$ cat src/rtl/ordered_cash_lookup.sv
// Binary-search lookup controller over the address-ordered entries of the sorted
// container. One probe per clock. Returns a hit with data and index, or a miss with the insertion index.
module ordered_cash_lookup #(
  parameter  int address_size = 8,
  parameter  int data_size    = 8,
  parameter  int cash_length  = 16,
  localparam int W            = $clog2(cash_length)
) (
  input  logic                              clk,
  input  logic                              reset,
  input  logic                              req_valid,
  output logic                              req_ready,
  input  logic [address_size-1:0]           req_address,
  input  logic [W:0]                        fill_count,
  output logic [W-1:0]                      mem_index,
  input  logic [address_size+data_size-1:0] mem_data,
  output logic                              rsp_valid,
  input  logic                              rsp_ready,
  output logic                              rsp_hit,
  output logic [data_size-1:0]              rsp_data,
  output logic [W:0]                        rsp_index,
  output logic [W:0]                        rsp_probes
);

  typedef enum logic [1:0] {IDLE, SEARCH, RESPOND} state_t;

  localparam logic [W:0] CASH_LEN = (W+1)'(cash_length);

  state_t state_q, state_d;

  logic [address_size-1:0] key_q, key_d;
  logic [W:0]              l_q, l_d;
  logic signed [W+1:0]     r_q, r_d;
  logic [W:0]              probes_q, probes_d;
  logic                    hit_q, hit_d;
  logic [data_size-1:0]    data_q, data_d;
  logic [W:0]              index_q, index_d;
  logic [W:0]              rprobes_q, rprobes_d;

  logic [W:0]              fill_clamped;
  logic [W+1:0]            r_init;
  logic                    search_done;
  logic [W+1:0]            mid_sum;
  logic [W:0]              mid;
  logic [address_size-1:0] entry_addr;
  logic [data_size-1:0]    entry_data;

  assign fill_clamped = (fill_count > CASH_LEN) ? CASH_LEN : fill_count;
  assign r_init       = {1'b0, fill_clamped} - (W+2)'(1);

  // The window is empty once l passes r; r may sit at -1, so compare signed.
  assign search_done = $signed({1'b0, l_q}) > r_q;
  assign mid_sum     = {1'b0, l_q} + r_q;
  assign mid         = (W+1)'(mid_sum >> 1);

  assign entry_addr = mem_data[address_size+data_size-1:data_size];
  assign entry_data = mem_data[data_size-1:0];

  always_ff @(posedge clk) begin
    // NOTE: sequential state uses non-blocking assignments so every register
    // samples the pre-edge values regardless of statement order.
    if (reset) state_q <= IDLE;
    else       state_q <= state_d;
  end

  always_comb begin
    // NOTE: every signal written here gets a default first, otherwise a path
    // that skips the assignment would infer a latch.
    state_d    = state_q;
    key_d      = key_q;
    l_d        = l_q;
    r_d        = r_q;
    probes_d   = probes_q;
    hit_d      = hit_q;
    data_d     = data_q;
    index_d    = index_q;
    rprobes_d  = rprobes_q;
    req_ready  = 1'b0;
    rsp_valid  = 1'b0;
    mem_index  = index_q[W-1:0];

    case (state_q)
      IDLE: begin
        req_ready = 1'b1;
        if (req_valid) begin
          key_d    = req_address;
          l_d      = '0;
          r_d      = $signed(r_init);
          probes_d = '0;
          state_d  = SEARCH;
        end
      end

      SEARCH: begin
        mem_index = mid[W-1:0];
        if (search_done) begin
          hit_d     = 1'b0;
          data_d    = '0;
          index_d   = l_q;
          rprobes_d = probes_q;
          state_d   = RESPOND;
        end else begin
          probes_d = probes_q + (W+1)'(1);
          if (entry_addr == key_q) begin
            hit_d     = 1'b1;
            data_d    = entry_data;
            index_d   = mid;
            rprobes_d = probes_q + (W+1)'(1);
            state_d   = RESPOND;
          end else if (entry_addr < key_q) begin
            l_d = mid + (W+1)'(1);
          end else begin
            r_d = $signed({1'b0, mid} - (W+2)'(1));
          end
        end
      end

      RESPOND: begin
        rsp_valid = 1'b1;
        if (rsp_ready) state_d = IDLE;
      end

      default: state_d = IDLE;
    endcase
  end

  always_ff @(posedge clk) begin
    if (reset) begin
      key_q     <= '0;
      l_q       <= '0;
      r_q       <= '0;
      probes_q  <= '0;
      hit_q     <= 1'b0;
      data_q    <= '0;
      index_q   <= '0;
      rprobes_q <= '0;
    end else begin
      key_q     <= key_d;
      l_q       <= l_d;
      r_q       <= r_d;
      probes_q  <= probes_d;
      hit_q     <= hit_d;
      data_q    <= data_d;
      index_q   <= index_d;
      rprobes_q <= rprobes_d;
    end
  end

  // Response fields are written only when leaving SEARCH, so they stay stable under backpressure.
  assign rsp_hit    = hit_q;
  assign rsp_data   = data_q;
  assign rsp_index  = index_q;
  assign rsp_probes = rprobes_q;

endmodule
$ cat config.mk
export PLATFORM = sky130hd
export DESIGN_NAME = ordered_cash_lookup
export DESIGN_NICKNAME = d
export VERILOG_FILES = /design/src/rtl/ordered_cash_lookup.sv
export SDC_FILE = /design/constraint.sdc
export NUM_CORES = 1
export LEC_CHECK = 0
export CAP_MARGIN = 20
export CORE_ASPECT_RATIO = 0.6
export CORE_MARGIN = 2
export CORE_UTILIZATION = 50
export DETAILED_ROUTE_END_ITERATION = 8
export PLACE_DENSITY = 0.79
export REMOVE_ABC_BUFFERS = 1
export SLEW_MARGIN = 20
export SYNTH_ARGS = -nofsm -noshare
export SYNTH_HDL_FRONTEND = slang
export SYNTH_SLANG_ARGS = --single-unit
$ cat constraint.sdc
create_clock -name clk -period 6.2 [get_ports clk]
set_input_delay 1.24 -clock clk [delete_from_list [all_inputs] [get_ports clk]]
set_output_delay 1.24 -clock clk [all_outputs]
set_load 0.05 [all_outputs]
* Yosys cells after proc, flatten, opt, wreduce, memory -nomap -nowiden
Cells that the tools add are included.
Widths: inputs -> output; s select.
** Operators by class
- Mux-type cells :: 29
- Reduce and logical (&&, ||, !) cells :: 9
- Magnitude comparators :: 3
- Add/sub/neg operators :: 5
- Eq/ne operators :: 10
** Operators with widths (count)
- $mux 5 :: 10
- $mux 6 :: 4
- $pmux 5 s2 :: 2
- $mux 8 :: 2
- $ne 2x2->1 const B :: 6
- $pmux 6 s2 :: 1
- $sub 5x1->6 const B :: 2
- $add 5x1->5 const B :: 2
- $reduce_and 5->1 :: 2
- $eq 8x8->1 :: 1
- $lt 8x8->1 :: 1
- $mux 2 :: 4
- $add 5x6->6 :: 1
- $gt 6x6->1 :: 1
- $pmux 2 s3 :: 1
- $reduce_and 3->1 :: 2
- $gt 5x5->1 const B :: 1
- $mux 1 :: 4
- $mux 4 :: 1
- $reduce_and 2->1 :: 2
- $reduce_bool 2->1 :: 2
- $ne 3x3->1 const B :: 1
- $eq 2x1->1 const B :: 1
- $eq 2x2->1 const B :: 1
- $logic_not 2->1 :: 1
** Word-level totals
- Word-level logic and storage cells :: 65
- Input port bits :: 33
- Output and inout bits :: 25
- Register bits :: 45

* Logic depth before layout (Yosys ltp)
Gate-level depths: netlist (run 1).
- Depth in word-level cells :: 6
- Gate-level depth with buffers :: 11
- Depth with buffers taken out :: 10

* Worst setup path before layout (run 1)
OpenSTA, ideal clock, no wires.
- Path kind :: register to output
- Start point :: reg l_q[0]
- End point :: out mem_index[3]
- Slack :: 2.576 ns
- Stages on the path, launching flop included :: 7
- Required time :: 4.960 ns
- Arrival :: 2.384 ns
- Path through :: dfxtp_1 > ha_1 > fa_1 > nand2b_1 > a21oi_1 > or3_1 > a31oi_1
** On the way
- Word-level cells in the longest chain between the ends :: 2
** Ends and longest elaborated chain
- start: declaration :: RTL line 32 : logic [W:0] l_q, l_d;
- start signal: assignment :: RTL line 139 : l_q <= l_d;
- $add 5x6->6 :: RTL line 53 : assign mid_sum = {1'b0, l_q} + r_q;
- $mux 4 :: RTL line 82 : case (state_q)
- end: declaration :: RTL line 15 : output logic [W-1:0] mem_index,
No other way between the ends.

* Worst setup path in the final report (run 1)
Ends and elaborated chain as after synthesis.

==> impl_results.rst, run 1 <==
.. list-table::
   :header-rows: 1

   * - Metric
     - Value
   * - Initial detailed-routing violation count
     - 198
   * - Count of clock tree sinks
     - 45
   * - Quantity of gates resized following cts
     - 0
   * - Die Footprint
     - 6160 µm²
   * - Critical path type
     - register to output port
   * - Status
     - finished clean
   * - Worst ir drop on vdd
     - 0.000197 V
   * - Dominant register cell in the synthesized netlist
     - sky130_fd_sc_hd__dfxtp_1
   * - Ratio of cells with drive above 1 in the final layout
     - 0.0480
   * - Hold Violations, Final
     - 0
   * - Unique cell type count in the Yosys netlist
     - 57
   * - Flip-flop and latch count after synthesis
     - between 40 and 50
   * - Category of cells accounting for the largest share of critical-path delay
     - buffers and inverters
   * - Number of max-slew violations in the final report
     - 0
   * - Cells after synthesis
     - 348
   * - Maximum count of clock buffers along a single path
     - 2
   * - Routability congestion estimate from global placement
     - 0.927
   * - Row count
     - 20
   * - Area grow syn2layout
     - 25.1%
   * - Arrival time at the worst endpoint
     - 3000 ps
   * - Tightest slew margin relative to the limit
     - 0.458
   * - Class of the most critical hold timing path
     - register to register
   * - Root Driver
     - sky130_fd_sc_hd__clkbuf_8
   * - Count of input and output buffers
     - 57
   * - Routed length per placed instance
     - 15.6 µm
   * - Clock-pin slew of the registers on the worst-case setup and hold paths
     - approximately 90 ps
   * - Largest net degree at the start of global routing
     - 46
   * - Core area
     - 5200 µm²
   * - Buffers and inverters on the worst path
     - 1
   * - Fraction of the cycle the final worst path needs
     - 0.684
   * - Placed wire-length estimate
     - approximately 5300 µm
   * - Final count of negative-setup-slack endpoints
     - 0
   * - I/O pin count
     - just under 60
   * - Largest stage delay, worst path
     - slightly above 800 ps
   * - Number of placed instances with taps included
     - about 450
   * - Final antenna-violating net count
     - 0
   * - Highest clock frequency the design can meet
     - roughly 240 MHz
   * - Met2 track demand over resource
     - 0.383
   * - Detailed-route vias per instance
     - 5.80
   * - CP Data Required Time
     - 4960 ps
   * - First-pass detailed-route iteration total
     - 5
   * - Clock tree from TritonCTS
     - yes
   * - Total negative slack
     - 0 ps
   * - Count of non-filler cells in the finished layout
     - between 400 and 500
   * - Floorplan die height
     - 61.6 µm
   * - Final core occ
     - 0.665
   * - Register area share after synthesis
     - 0.326
   * - Setup repair after global routing missed its margin
     - no
   * - Buffer count from post-CTS setup fixing
     - 0
   * - Global-route wire length before repair
     - 11900 µm
   * - GRT Overall Usage
     - 0.247
   * - CTS buffer count
     - 5
   * - Htree depth
     - 2
   * - Total power after layout
     - 1580 µW
   * - Time the final worst path needs with I/O delays and setup
     - about 4200 ps
   * - Largest clock skew in the final design
     - 4.31 ps
   * - Layout fillers
     - between 400 and 500
   * - Cell breakdown of the critical path
     - ha_1, fa_1, nand2b_1, a21oi_1, or3_1, a31oi_1, clkdlybuf4s50_1
   * - Post-Syn Area per Cell
     - 7.95 µm²
   * - Proportion of synthesized flip-flops having asynchronous set or reset
     - 0
   * - Number of enable-type register cells in the synthesized netlist
     - 0
   * - Met3 track demand over resource in global routing
     - 0.0772
   * - Power density over the cells
     - 455 nW/µm²
   * - Mapped cell area
     - 2770 µm²
   * - Detailed-route via count
     - ~2700
   * - Latest clock arrival within the worst-skew pair
     - 300 ps
   * - Number of global-route vias before repair
     - 2442
   * - Number of max-cap violations
     - 0
   * - Detailed-route DRC error count
     - 0
   * - Crit start category
     - register
   * - Total wire length
     - 7200 µm
   * - Leakage Power
     - about 0.0013 µW
   * - Number of antenna violations at the first check in global routing
     - 0
   * - Met1 demand-to-capacity share in global routing
     - 0.339
   * - CTS Hold Bufs
     - 0
   * - X dimension of the die
     - ~100 µm
   * - Synth top area cells
     - sky130_fd_sc_hd__dfxtp_1 33%, sky130_fd_sc_hd__ha_1 9.5%, sky130_fd_sc_hd__nand2_1 5.6%
   * - Total grt overflow
     - 0
   * - Highest fanout seen on the critical path
     - 5
   * - Post-synthesis cell type with the largest combined area
     - sky130_fd_sc_hd__dfxtp_1
   * - Yosys warns
     - 0
   * - Share of Yosys cell area claimed by the top area cell type
     - 0.326
   * - Setup crit end kind
     - output port
   * - Global-route layer with the greatest usage
     - met2
   * - Net count, final
     - 450
   * - Starting utilization of the core area
     - 0.531
   * - Crit-path slowest cell
     - sky130_fd_sc_hd__clkdlybuf4s50_1
   * - Ant diodes
     - 0
   * - Actual transition at the worst max-transition pin
     - approximately 800 ps
-- Yosys cell counts, types with 2 or more instances --
master and number:
sky130_fd_sc_hd__dfxtp_1 45, sky130_fd_sc_hd__nand2_1 41, sky130_fd_sc_hd__nor2_1 35, sky130_fd_sc_hd__a21oi_1 29, sky130_fd_sc_hd__inv_1 29, sky130_fd_sc_hd__ha_1 21
sky130_fd_sc_hd__clkbuf_1 15, sky130_fd_sc_hd__nor3_1 12, sky130_fd_sc_hd__nand3_1 10, sky130_fd_sc_hd__a22oi_1 9, sky130_fd_sc_hd__xnor2_1 8, sky130_fd_sc_hd__a211oi_1 6
sky130_fd_sc_hd__mux2i_1 5, sky130_fd_sc_hd__nand2b_1 5, sky130_fd_sc_hd__nor2b_1 5, sky130_fd_sc_hd__o211ai_1 5, sky130_fd_sc_hd__a311oi_1 4, sky130_fd_sc_hd__a31oi_1 4
sky130_fd_sc_hd__nand4_1 4, sky130_fd_sc_hd__o21ai_0 4, sky130_fd_sc_hd__a21o_1 3, sky130_fd_sc_hd__o31ai_1 3, sky130_fd_sc_hd__o32ai_1 3, sky130_fd_sc_hd__or3_1 3
sky130_fd_sc_hd__a221oi_1 2, sky130_fd_sc_hd__and3_1 2, sky130_fd_sc_hd__and4_1 2, sky130_fd_sc_hd__and4b_1 2, sky130_fd_sc_hd__buf_6 2, sky130_fd_sc_hd__o311ai_0 2
sky130_fd_sc_hd__o31a_1 2
-- flip-flops by register name, indices dropped and copies added (netlist names) --
signal      cells
r_q             6
rsp_probes      5
state_q         2
rsp_hit         1
rsp_index       5
rsp_data        8
l_q             5
key_q           8
probes_q        5
-- through the flow --
stage | instance area (µm²) | hold WS (ps) | setup WS [ps]
3_3_place_gp | 3350 | 444 | 2360
3_5_place_dp | 3350 | 451 | 2330
4_1_cts | 3460 | 463 | 1990
2_1_floorplan | 2670 | 430 | 2570
6_report | 3460 | 456 | 1960
5_1_grt | 3460 | 483 | 1860
-- area by class of cell --
type / count / area, µm² / area share
Inverter: 29 / 109 / 0.0314
Timing Repair Buffer: 60 / 593 / 0.171
Tap cell: 66 / 82.6 / 0.0239
Clock inverter: 2 / 38.8 / 0.0112
Multi-Input combinational cell: 254 / 1670 / 0.481
Clock buffer: 6 / 72.6 / 0.0210
Sequential cell: 45 / 901 / 0.260
-- metal layers --
metal	routed length [µm]	vias to the layer above
li1	-	1327
met1	3580	1208
met2	2880	128
met3	620	17
met4	123	0
met5	0	-
-- path summary, 6_finish.rpt --
| path | endpoint | depth (start not counted) | from | slack, ps |
|---|---|---|---|---|
| setup / recovery | mem_index[3] | 7 | l_q[0] | 1960 |
| hold / removal | rsp_probes[0] | 2 | rsp_probes[0] | 460 |
| hold reg to reg | rsp_probes[0] | 2 | rsp_probes[0] | 460 |
| setup reg to reg | l_q[4] | 8 | r_q[3] | 2970 |
-- cells in the final DEF, fill, tap and decap left out, drive strengths merged, types with 2 or more instances in the layout --
master          n
a22oi           9
nor3           12
clkbuf          6
and4b           2
a211oi          6
and4            2
dfxtp          45
clkdlybuf4s50  57
buf             3
nand3          10
nand4           4
or3             3
a311oi          4
a31oi           4
o211ai          5
o32ai           3
o21ai           4
nand2          41
nand2b          5
nor2b           5
o31ai           3
a221oi          2
nor2           35
mux2i           5
o311ai          2
xnor2           8
a21o            3
and3            3
ha             21
o31a            2
inv            29
a21oi          30
-- where the power goes --
part	switching [µW]	internal, µW	leakage (µW)
sequential	58.8	351	0.000366
combinational	600	338	0.000899
clock	108	121	0.0000554
-- kinds of logic (layout without fill, tap and decap cells) --
family	count (synthesis)	count (layout)	share of synthesized area
simple gates	132	132	0.237
compound gates	85	85	0.211
mux	6	6	0.0222
flops	45	45	0.326
xor+xnor	9	9	0.0285
fa+ha+maj	22	22	0.102
buf+inv	49	97	0.0742
-- worst min-delay path, delay by kind of cell, from the launching register on --
kind / cells / cell delay, ps
simple gates: 1 / 50
compound gates: 1 / 50
flops: 1 / 320
No activity file was read; power rests on OpenSTA's default activity.
==> run 2, diff against run 1 <==
Settings changed: CORE_UTILIZATION 50 to 46, PLACE_DENSITY 0.79 to 0.77.
Clock period 6.2 ns to 3.78 ns, I/O delays scaled along.
==> impl_results.rst, run 2 (synthesis results as in run 1) <==
.. list-table::
   :header-rows: 1

   * - Metric
     - Value
   * - Status
     - finished clean
   * - X dimension of the die
     - 104 µm
   * - Final antenna-violating net count
     - 0
   * - Total wire length
     - 7400 µm
   * - Global-route wire length before repair
     - 12200 µm
   * - Critical path type
     - register to output port
   * - Total power after layout
     - 2530 µW
   * - Area grow syn2layout
     - 26.2%
   * - Count of clock tree sinks
     - 45
   * - Core area
     - 5680 µm²
   * - Detailed-route via count
     - 2689
   * - CP Data Required Time
     - 3020 ps
   * - Highest fanout seen on the critical path
     - 5
   * - Count of non-filler cells in the finished layout
     - 481
   * - Worst ir drop on vdd
     - slightly above 0.0003 V
   * - Gate power share
     - 0.613
   * - Worst-case reg-to-reg path depth
     - 7
   * - Clock network power share
     - 0.124
   * - Cell breakdown of the critical path
     - inv_1, ha_1, nand2b_1, a21oi_1, or3_1, a31oi_1, clkdlybuf4s50_1
   * - Critical path destination
     - mem_index[2]
   * - Largest stage delay, worst path
     - 850 ps
   * - Setup crit start
     - r_q[1]
   * - Crit start category
     - register
   * - I/O pin count
     - 58
   * - Root Driver
     - sky130_fd_sc_hd__clkbuf_8
   * - Layout fillers
     - 519
   * - Total negative slack
     - 0 ps
   * - CTS buffer count
     - 5
   * - Initial detailed-routing violation count
     - between 150 and 200
   * - Count of input and output buffers
     - 57
   * - CTS Hold Bufs
     - 0
   * - Largest net degree at the start of global routing
     - 28
   * - First-pass detailed-route iteration total
     - 4
   * - Hold Violations, Final
     - 0
   * - Combined flip-flop and latch cell area
     - 901 µm²
   * - Time the final worst path needs with I/O delays and setup
     - 3590 ps
   * - Final count of negative-setup-slack endpoints
     - 0
   * - Clock-pin slew of the registers on the worst-case setup and hold paths
     - around 90 ps
   * - Commonest non-fill, non-tap cells in the layout
     - 56 x sky130_fd_sc_hd__clkdlybuf4s50_1, 45 x sky130_fd_sc_hd__dfxtp_1, 41 x sky130_fd_sc_hd__nand2_1, 35 x sky130_fd_sc_hd__nor2_1
   * - Number of antenna violations at the first check in global routing
     - 0
   * - Die Footprint
     - 6670 µm²
   * - Number of max-cap violations
     - 0
   * - Setup repair after global routing missed its margin
     - no
   * - Setup slack on the worst flop-to-flop path
     - 940 ps
   * - Number of placed instances with taps included
     - 473
   * - Floorplan die height
     - between 60 and 70 µm
   * - GRT Overall Usage
     - 0.228
   * - Routed length per placed instance
     - ~15 µm
   * - Detailed-route DRC error count
     - 0
   * - Crit-path slowest cell
     - sky130_fd_sc_hd__clkdlybuf4s50_1
   * - Ratio of cells with drive above 1 in the final layout
     - 0.0623
   * - Sw Share
     - 0.496
   * - Maximum count of clock buffers along a single path
     - 2
   * - Leakage Power
     - 0.00134 µW
   * - Ant diodes
     - 0
   * - Number of global-route vias before repair
     - about 2500
   * - Routability congestion estimate from global placement
     - around 0.96
   * - Clock tree from TritonCTS
     - yes
   * - Reg power frac
     - 0.263
   * - Final hold slack
     - 458 ps
   * - Actual transition at the worst max-transition pin
     - 963 ps
   * - Net count, final
     - ~460
   * - Startpoint of the most critical register-to-register path
     - state_q[0]
   * - Buffer count from post-CTS setup fixing
     - 0
   * - Setup crit end kind
     - output port
   * - Row count
     - 21
   * - Starting utilization of the core area
     - 0.487
   * - Commonest non-fill, non-tap cell in the layout
     - sky130_fd_sc_hd__clkdlybuf4s50_1
   * - Arrival time at the worst endpoint
     - 2840 ps
   * - Quantity of gates resized following cts
     - 0
   * - Latest clock arrival within the worst-skew pair
     - 310 ps
   * - Number of max-slew violations in the final report
     - 0
   * - Class of the most critical hold timing path
     - register to register
   * - Worst r2r dst
     - r_q[5]
   * - Highest clock frequency the design can meet
     - 278 MHz
   * - Switching power total
     - approximately 1300 µW
   * - Area of the multi-input gates
     - 1660 µm²
   * - Internal Dissipation
     - 1280 µW
   * - Final core occ
     - 0.615
   * - Power density over the cells
     - 726 nW/µm²
   * - Placed wire-length estimate
     - 5530 µm
   * - Fraction of the cycle the final worst path needs
     - 0.951
   * - Largest clock skew in the final design
     - 16.1 ps
   * - Detailed-route vias per instance
     - 5.59
   * - Total grt overflow
     - 0
   * - Tightest slew margin relative to the limit
     - 0.350
   * - Htree depth
     - 2
==> run 2: cell count changes in the layout (fill, tap and decap cells not counted), sizes merged <==
cell and change:
clkdlybuf4s50 -1, clkbuf -1, bufinv -1, inv +1, buf +6, clkinvlp +1
==> run 2: area by class of cell <==
type                    count  share of cell area
multi-input cells         254               0.475
flip-flops and latches     45               0.258
repair buffers             65               0.180
inverters                  29              0.0312
well taps                  80              0.0287
clock buffers               5              0.0197
clock inverters             3             0.00717
==> run 2: power by group through the flow <==
| stage | clock network [µW] | registers [µW] | logic, µW |
|---|---|---|---|
| finish | 314 | 667 | 1550 |
| floorplan | 0 | 796 | 924 |
| global placement | 0 | 669 | 1520 |
| CTS | 321 | 666 | 1540 |
| detailed placement | 0 | 677 | 1530 |
| global route | 342 | 681 | 1680 |
==> run 2: layer usage <==
metal  track usage  share of wire  vias up
met5             0              0        -
met4        0.0439         0.0057        0
met3        0.0531          0.095        7
met1         0.325           0.47     1236
li1              -              -     1335
met2         0.355           0.43      111
==> run 2: critical path, delay by kind of cell, from the launching register on <==
family | cells | cell delay (ps)
and+or+nand+nor | 2 | 560
DFF | 1 | 400
AOI/OAI and AO/OA | 2 | 300
adders and majority gates | 1 | 340
buffers and inverters | 2 | 930
==> run 2: through the flow <==
step                      instance area (µm²)  worst slack [ps]
after floorplan                          2670               639
after CTS                                3490               214
final                                    3490               187
after detailed placement                 3400               560
after global routing                     3490              39.3
after global placement                   3400               629
==> run 2: worst min path at each step <==
stage                             start       endpoint  cells after the start
after detailed placement  rsp_probes[0]  rsp_probes[0]                      2
after global routing           key_q[6]       key_q[6]                      2
after CTS                 rsp_probes[0]  rsp_probes[0]                      2
final                     rsp_probes[0]  rsp_probes[0]                      2
after floorplan                key_q[1]       key_q[1]                      2
after global placement    rsp_probes[0]  rsp_probes[0]                      2
